==> src/rtl/ts_iic_master.sv <==
// rtl/ts_iic_master.sv - I2C master for touch-controller register reads and writes
module ts_iic_master #(
  parameter logic [6:0] DEV_ADDR = 7'h5D,
  parameter int         QTR_DIV  = 170
) (
  input  logic        clk,
  input  logic        rstn,
  input  logic        iic_en,
  input  logic        iic_we,
  input  logic [15:0] iic_addr,
  input  logic [5:0]  iic_len,
  output logic        iic_rdy,
  output logic        iic_nack,
  output logic        buf_we,
  output logic [5:0]  buf_addr,
  output logic [7:0]  buf_wdata,
  input  logic [7:0]  buf_rdata,
  output logic        scl,
  output logic        sda_o,
  input  logic        sda_i
);

  localparam int QW = (QTR_DIV > 1) ? $clog2(QTR_DIV) : 1;

  typedef enum logic [3:0] {
    IDLE, START, TX_BYTE, RX_ACK, RSTART, RX_BYTE, TX_ACK, STOP, DONE
  } state_t;

  // Which byte of the transaction the current TX_BYTE/RX_ACK pair belongs to
  typedef enum logic [2:0] {
    PH_DEVW, PH_AHI, PH_ALO, PH_DEVR, PH_WDATA
  } phase_t;

  state_t        state, state_n;
  phase_t        ph, ph_n;
  logic [QW-1:0] qcnt, qcnt_n;
  logic [1:0]    qph, qph_n;
  logic [2:0]    bitn, bitn_n;
  logic [5:0]    dcnt, dcnt_n;
  logic [7:0]    sh, sh_n;
  logic          we_l, we_n;
  logic [15:0]   addr_l, addr_n;
  logic [5:0]    len_l, len_n;
  logic          nack_l, nack_n;
  logic          ack_nak, ack_nak_n;
  logic          rdy_n, nacko_n, bwe_n;
  logic [7:0]    bwd_n;
  logic          sda_s1, sda_s2;
  logic          tick, bit_end;
  logic          scl_c, sda_c;

  assign tick     = (qcnt == QW'(QTR_DIV - 1));
  assign buf_addr = dcnt;

  // Two-flop synchroniser for the asynchronous SDA pad level
  always_ff @(posedge clk or negedge rstn) begin
    if (!rstn) begin
      sda_s1 <= 1'b1;
      sda_s2 <= 1'b1;
    end else begin
      sda_s1 <= sda_i;
      sda_s2 <= sda_s1;
    end
  end

  // State, counters, latched request and registered handshake outputs
  always_ff @(posedge clk or negedge rstn) begin
    if (!rstn) begin
      state     <= IDLE;
      ph        <= PH_DEVW;
      qcnt      <= '0;
      qph       <= 2'd0;
      bitn      <= 3'd7;
      dcnt      <= 6'd0;
      sh        <= 8'd0;
      we_l      <= 1'b0;
      addr_l    <= 16'd0;
      len_l     <= 6'd0;
      nack_l    <= 1'b0;
      ack_nak   <= 1'b0;
      iic_rdy   <= 1'b0;
      iic_nack  <= 1'b0;
      buf_we    <= 1'b0;
      buf_wdata <= 8'd0;
    end else begin
      state     <= state_n;
      ph        <= ph_n;
      qcnt      <= qcnt_n;
      qph       <= qph_n;
      bitn      <= bitn_n;
      dcnt      <= dcnt_n;
      sh        <= sh_n;
      we_l      <= we_n;
      addr_l    <= addr_n;
      len_l     <= len_n;
      nack_l    <= nack_n;
      ack_nak   <= ack_nak_n;
      iic_rdy   <= rdy_n;
      iic_nack  <= nacko_n;
      buf_we    <= bwe_n;
      buf_wdata <= bwd_n;
    end
  end

  // Next-state logic: quarter timing, bit/byte sequencing and abort on NACK
  always_comb begin
    state_n   = state;
    ph_n      = ph;
    qcnt_n    = qcnt;
    qph_n     = qph;
    bitn_n    = bitn;
    dcnt_n    = dcnt;
    sh_n      = sh;
    we_n      = we_l;
    addr_n    = addr_l;
    len_n     = len_l;
    nack_n    = nack_l;
    ack_nak_n = ack_nak;
    rdy_n     = 1'b0;
    nacko_n   = 1'b0;
    bwe_n     = 1'b0;
    bwd_n     = buf_wdata;
    bit_end   = 1'b0;

    if (state != IDLE && state != DONE) begin
      if (tick) begin
        qcnt_n  = '0;
        qph_n   = qph + 2'd1;
        bit_end = (qph == 2'd3);
      end else begin
        qcnt_n = qcnt + QW'(1);
      end
    end

    case (state)
      IDLE: begin
        qcnt_n = '0;
        qph_n  = 2'd0;
        if (iic_en) begin
          state_n = START;
          we_n    = iic_we;
          addr_n  = iic_addr;
          len_n   = iic_len;
          ph_n    = PH_DEVW;
          sh_n    = {DEV_ADDR, 1'b0};
          bitn_n  = 3'd7;
          dcnt_n  = 6'd0;
          nack_n  = 1'b0;
        end
      end
      START: begin
        if (bit_end) state_n = TX_BYTE;
      end
      TX_BYTE: begin
        if (bit_end) begin
          if (bitn == 3'd0) begin
            state_n = RX_ACK;
            // Advance the buffer index during the ACK bit so the next
            // byte's buf_rdata is settled long before it is loaded.
            if (ph == PH_WDATA) dcnt_n = dcnt + 6'd1;
          end else begin
            bitn_n = bitn - 3'd1;
            sh_n   = {sh[6:0], 1'b0};
          end
        end
      end
      RX_ACK: begin
        if (tick && qph == 2'd1 + 2'd1) ack_nak_n = sda_s2;
        if (bit_end) begin
          bitn_n = 3'd7;
          if (ack_nak) begin
            nack_n  = 1'b1;
            state_n = STOP;
          end else begin
            case (ph)
              PH_DEVW: begin
                ph_n    = PH_AHI;
                sh_n    = addr_l[15:8];
                state_n = TX_BYTE;
              end
              PH_AHI: begin
                ph_n    = PH_ALO;
                sh_n    = addr_l[7:0];
                state_n = TX_BYTE;
              end
              PH_ALO: begin
                if (len_l == 6'd0) begin
                  state_n = STOP;
                end else if (we_l) begin
                  ph_n    = PH_WDATA;
                  sh_n    = buf_rdata;
                  state_n = TX_BYTE;
                end else begin
                  ph_n    = PH_DEVR;
                  state_n = RSTART;
                end
              end
              PH_DEVR: begin
                state_n = RX_BYTE;
              end
              default: begin
                if (dcnt == len_l) begin
                  state_n = STOP;
                end else begin
                  sh_n    = buf_rdata;
                  state_n = TX_BYTE;
                end
              end
            endcase
          end
        end
      end
      RSTART: begin
        if (bit_end) begin
          sh_n    = {DEV_ADDR, 1'b1};
          bitn_n  = 3'd7;
          state_n = TX_BYTE;
        end
      end
      RX_BYTE: begin
        if (tick && qph == 2'd2) begin
          sh_n = {sh[6:0], sda_s2};
          if (bitn == 3'd0) begin
            bwe_n = 1'b1;
            bwd_n = {sh[6:0], sda_s2};
          end
        end
        if (bit_end) begin
          if (bitn == 3'd0) begin
            state_n = TX_ACK;
            dcnt_n  = dcnt + 6'd1;
          end else begin
            bitn_n = bitn - 3'd1;
          end
        end
      end
      TX_ACK: begin
        if (bit_end) begin
          bitn_n  = 3'd7;
          state_n = (dcnt == len_l) ? STOP : RX_BYTE;
        end
      end
      STOP: begin
        if (bit_end) begin
          state_n = DONE;
          rdy_n   = 1'b1;
          nacko_n = nack_l;
        end
      end
      DONE: begin
        state_n = IDLE;
        qcnt_n  = '0;
        qph_n   = 2'd0;
      end
      default: state_n = IDLE;
    endcase
  end

  // Bus levels per state and quarter; SCL is low in q0-q1 of every clocked bit
  always_comb begin
    scl_c = 1'b1;
    sda_c = 1'b1;
    case (state)
      START:           sda_c = ~qph[1];
      TX_BYTE: begin
        scl_c = qph[1];
        sda_c = sh[7];
      end
      RX_ACK, RX_BYTE: scl_c = qph[1];
      RSTART: begin
        scl_c = qph[1];
        sda_c = (qph != 2'd3);
      end
      TX_ACK: begin
        scl_c = qph[1];
        sda_c = (dcnt == len_l);
      end
      STOP: begin
        scl_c = qph[1];
        sda_c = (qph == 2'd3);
      end
      default: ;
    endcase
  end

  // Register the pad drives so they never glitch; reset releases the bus at once
  always_ff @(posedge clk or negedge rstn) begin
    if (!rstn) begin
      scl   <= 1'b1;
      sda_o <= 1'b1;
    end else begin
      scl   <= scl_c;
      sda_o <= sda_c;
    end
  end

endmodule

==> config.mk <==
export PLATFORM = sky130hd
export DESIGN_NAME = ts_iic_master
export DESIGN_NICKNAME = d
export VERILOG_FILES = /design/src/rtl/ts_iic_master.sv
export SDC_FILE = /design/constraint.sdc
export NUM_CORES = 1
export LEC_CHECK = 0
export ABC_AREA = 0
export CAP_MARGIN = 20
export CELL_PAD_IN_SITES_DETAIL_PLACEMENT = 2
export CELL_PAD_IN_SITES_GLOBAL_PLACEMENT = 2
export CORE_ASPECT_RATIO = 0.5
export CORE_UTILIZATION = 35
export CTS_CLUSTER_SIZE = 28
export DETAILED_ROUTE_END_ITERATION = 7
export PLACE_DENSITY_LB_ADDON = 0.1
export SYNTH_ARGS = -nofsm -noshare
export SYNTH_HDL_FRONTEND = slang
export SYNTH_SLANG_ARGS = --single-unit
==> constraint.sdc <==
create_clock -name clk -period 2.5 [get_ports clk]
set_input_delay 0.5 -clock clk [delete_from_list [all_inputs] [get_ports clk]]
set_output_delay 0.5 -clock clk [all_outputs]
set_load 0.01 [all_outputs]
==> out/metrics.yaml, run 1 <==
final_layout:
  nNetsFinal: 476
  fin_area_mm2: 0.00496
  synthToLayoutAreaGrowth_pct: 29.5
  drive_gt1_share_pct: 22.6
  antenna_cells: 0
  final_util_pct: 47.7
worst_setup_path:
  worst_setup_path_end_kind: "register"
  worstRegToRegCells: 6
  crit_path_start: "state[1]"
  crit_fanout: 16
  path_depth: 6
  worstPathRequired_ps: 2720
  setup.worst_path.class: "register to register"
  critPathLaunchType: "register"
  cp.arrival_ps: 2560
  endpoint: "sh[6]"
  cp_cell_sequence: "o31a_1, and3_1, nor4_1, a21oi_1, nand4_4, mux2_2"
  worst_path_max_delay_cell: "dfrtp_1"
  reg2reg_from: "state[1]"
  cpLargestDelayFamily: "simple AND/OR/NAND/NOR gates"
  rrSetupSlack_ps: 150
  crit_buf_inv: 0
  cp_slowest_stage_delay_ps: 550
  r2r-end: "sh[6]"
sta:
  tns_ps: 0
  hold_viol: 0
  skew_ps: 7.47
  period_needed_ps: 2350
  relSlewSlack_pct: 60.8
  min_period_over_period_pct: 93.9
  drv_slew: 0
  fmax_mhz: 426
  rsz0062_at_grt: "no"
  max_slew.worst_pin.slew_ps: 582
  fin_hold_ws_ps: 173
  setup_viol: 0
  finalWorstSetupSlack_ps: 151
grt:
  grt_pass1_wl_mm: 18.8
  track_usage_pct: 21.5
  overflow: 0
  grt_pass1_vias: 3552
  grt_max_degree: 75
  antenna_found_initial: 0
yosys:
  ys_warn_count: 0
  synth_top_flop_cell: "dfrtp_1"
  ys_seq_area_share_pct: 48.5
  synth_enable_flop_cells: 0
  syn_area_per_cell_um2: 10.5
  yosys.cell_types.count: 58
  synth_most_common_cell: "dfrtp_1"
  ys_top_cells_by_count: "dfrtp_1 (67), mux2_2 (41), nor2_1 (37)"
  ys_ff_latch: 74
  async_flop_share_pct: 100
  synthCells: 364
  synthTopCellsByArea: "dfrtp_1 (44%), mux2_2 (12%), dfstp_2 (4.8%)"
  synth_area_mm2: 0.00383
  synth.top_cell.area_share_pct: 43.7
  syn_nets: 406
  synth_top_area_cell: "dfrtp_1"
detailed_routing:
  dr.pass1.iters: 4
  wirelength_mm: 11.0
  drt-vias-per-instance: 5.25
  vias: 3042
  drcViolationCount: 0
  wl_per_cell_um: 19.0
  final_antenna_net_count: 0
  drtIter0Drc: 114
clocking:
  cts_hold_buf: 0
  cts.sinks: 74
  worstSkewPairLatency_ps: 340
  clk_pin_slew_ps: 60
  tritoncts: "built"
  cts_resized: 0
  post_cts.repair.setup_buffers: 0
  clock-root-buffer: "clkbuf_16"
  cts_buffer_depth: 2
  htreeDepth: 3
  numCtsBuffers: 9
floorplan:
  core-area_mm2: 0.0104
  rows: 26
  start_util_pct: 36.8
  dieArea_mm2: 0.0114
  die_width_um: 150
  die_y_um: 76.0
  ioPinCount: 54
placement:
  pre_cts_ws_ps: 244
  dpl-instance-area_mm2: 0.00463
  placement.io_buffers: 53
  dp_hpwl_mm: 8.04
  gp_congestion: 0.837
outcome:
  status: "finished, final reports clean"
power:
  p_leak_nw: 2.24
  ir_drop_uv: 287
  powerDensity_mw_per_mm2: 547
run:
  max_cap_violations: 0
min_path:
  hp-class: "input pin to asynchronous set/reset pin"
-- kinds of logic (layout without fill, tap and decap cells) --
family          count (synthesis)  count (layout)  share of synthesized area (%)
compound gates                 70              70                           12.2
xor+xnor                       14              14                           3.20
fa+ha+maj                       7               7                           2.29
buf+inv                        25             100                           2.97
flops                          74              74                           48.5
mux                            50              50                           14.4
simple gates                  124             124                           16.4
-- where the power goes --
part           leakage (nW)  internal (W)  switching (W)
Combinational          1.10     0.0000491      0.0000311
Sequential            0.985       0.00120     0.00000113
Clock                 0.155      0.000929       0.000501
-- sequential cells by signal, indices dropped and copies added (netlist names), 2 cells and up --
name	flops
buf_wdata	8
buf_addr	6
state	4
qph	2
bitn	3
qcnt	8
ph	3
addr_l	16
sh	8
len_l	6
-- per-stage QoR --
| step | instances | total power [W] |
|---|---|---|
| after floorplan | 364 | 0.00122 |
| after global placement | 563 | 0.00130 |
| after detailed placement | 563 | 0.00131 |
| after CTS | 579 | 0.00275 |
| after global routing | 579 | 0.00281 |
| final | 579 | 0.00271 |
-- cells in the final DEF (no fill, tap or decap), types with 6 or more instances in the layout --
master,netlist,routed
clkdlybuf4s50_1,0,52
mux2i_1,9,9
dfrtp_1,67,67
clkbuf_16,0,9
xnor2_1,9,9
nor3_1,6,6
buf_4,3,21
inv_1,9,9
mux2_2,41,41
nand3_1,12,12
o211ai_1,8,8
a21oi_1,13,13
nor2_1,37,37
ha_1,7,7
nand2_1,32,32
dfstp_2,7,7
o21ai_0,21,21
-- worst min path at each step --
| stage | start | slack, ps | depth (start not counted) | endpoint |
|---|---|---|---|---|
| finish | rstn | 170 | 2 | buf_wdata[4] |
| global route | rstn | 200 | 2 | buf_wdata[4] |
| CTS | rstn | 200 | 2 | buf_wdata[4] |
| detailed placement | sda_s1 | 360 | 0 | sda_s2 |
| global placement | sda_s1 | 350 | 0 | sda_s2 |
| floorplan | rstn | 200 | 0 | ack_nak |
-- cell type report --
cell class / instances / area, µm²
clock buffer: 12 / 256
clock inverter: 4 / 75.1
fill: 1093 / 5450
inverter: 9 / 33.8
multi-input combinational: 265 / 1860
sequential: 74 / 1860
tap: 140 / 175
timing repair buffer: 75 / 703
-- layer usage --
| layer | vias up | global-route usage (%) | wire length (µm) |
|---|---|---|---|
| met5 | - | 0 | 0 |
| met4 | 0 | 4.75 | 78 |
| met3 | 8 | 5.21 | 343 |
| met2 | 54 | 36.4 | 5450 |
| met1 | 1547 | 27.8 | 5110 |
| li1 | 1433 | - | - |
Power figures use the tool's default switching activity.
==> run 2, diff against run 1 <==
- TNS_END_PERCENT: default -> 1
==> results of run 2 <==
Same layout as run 1: the final DEF is identical, and so are final timing and power.
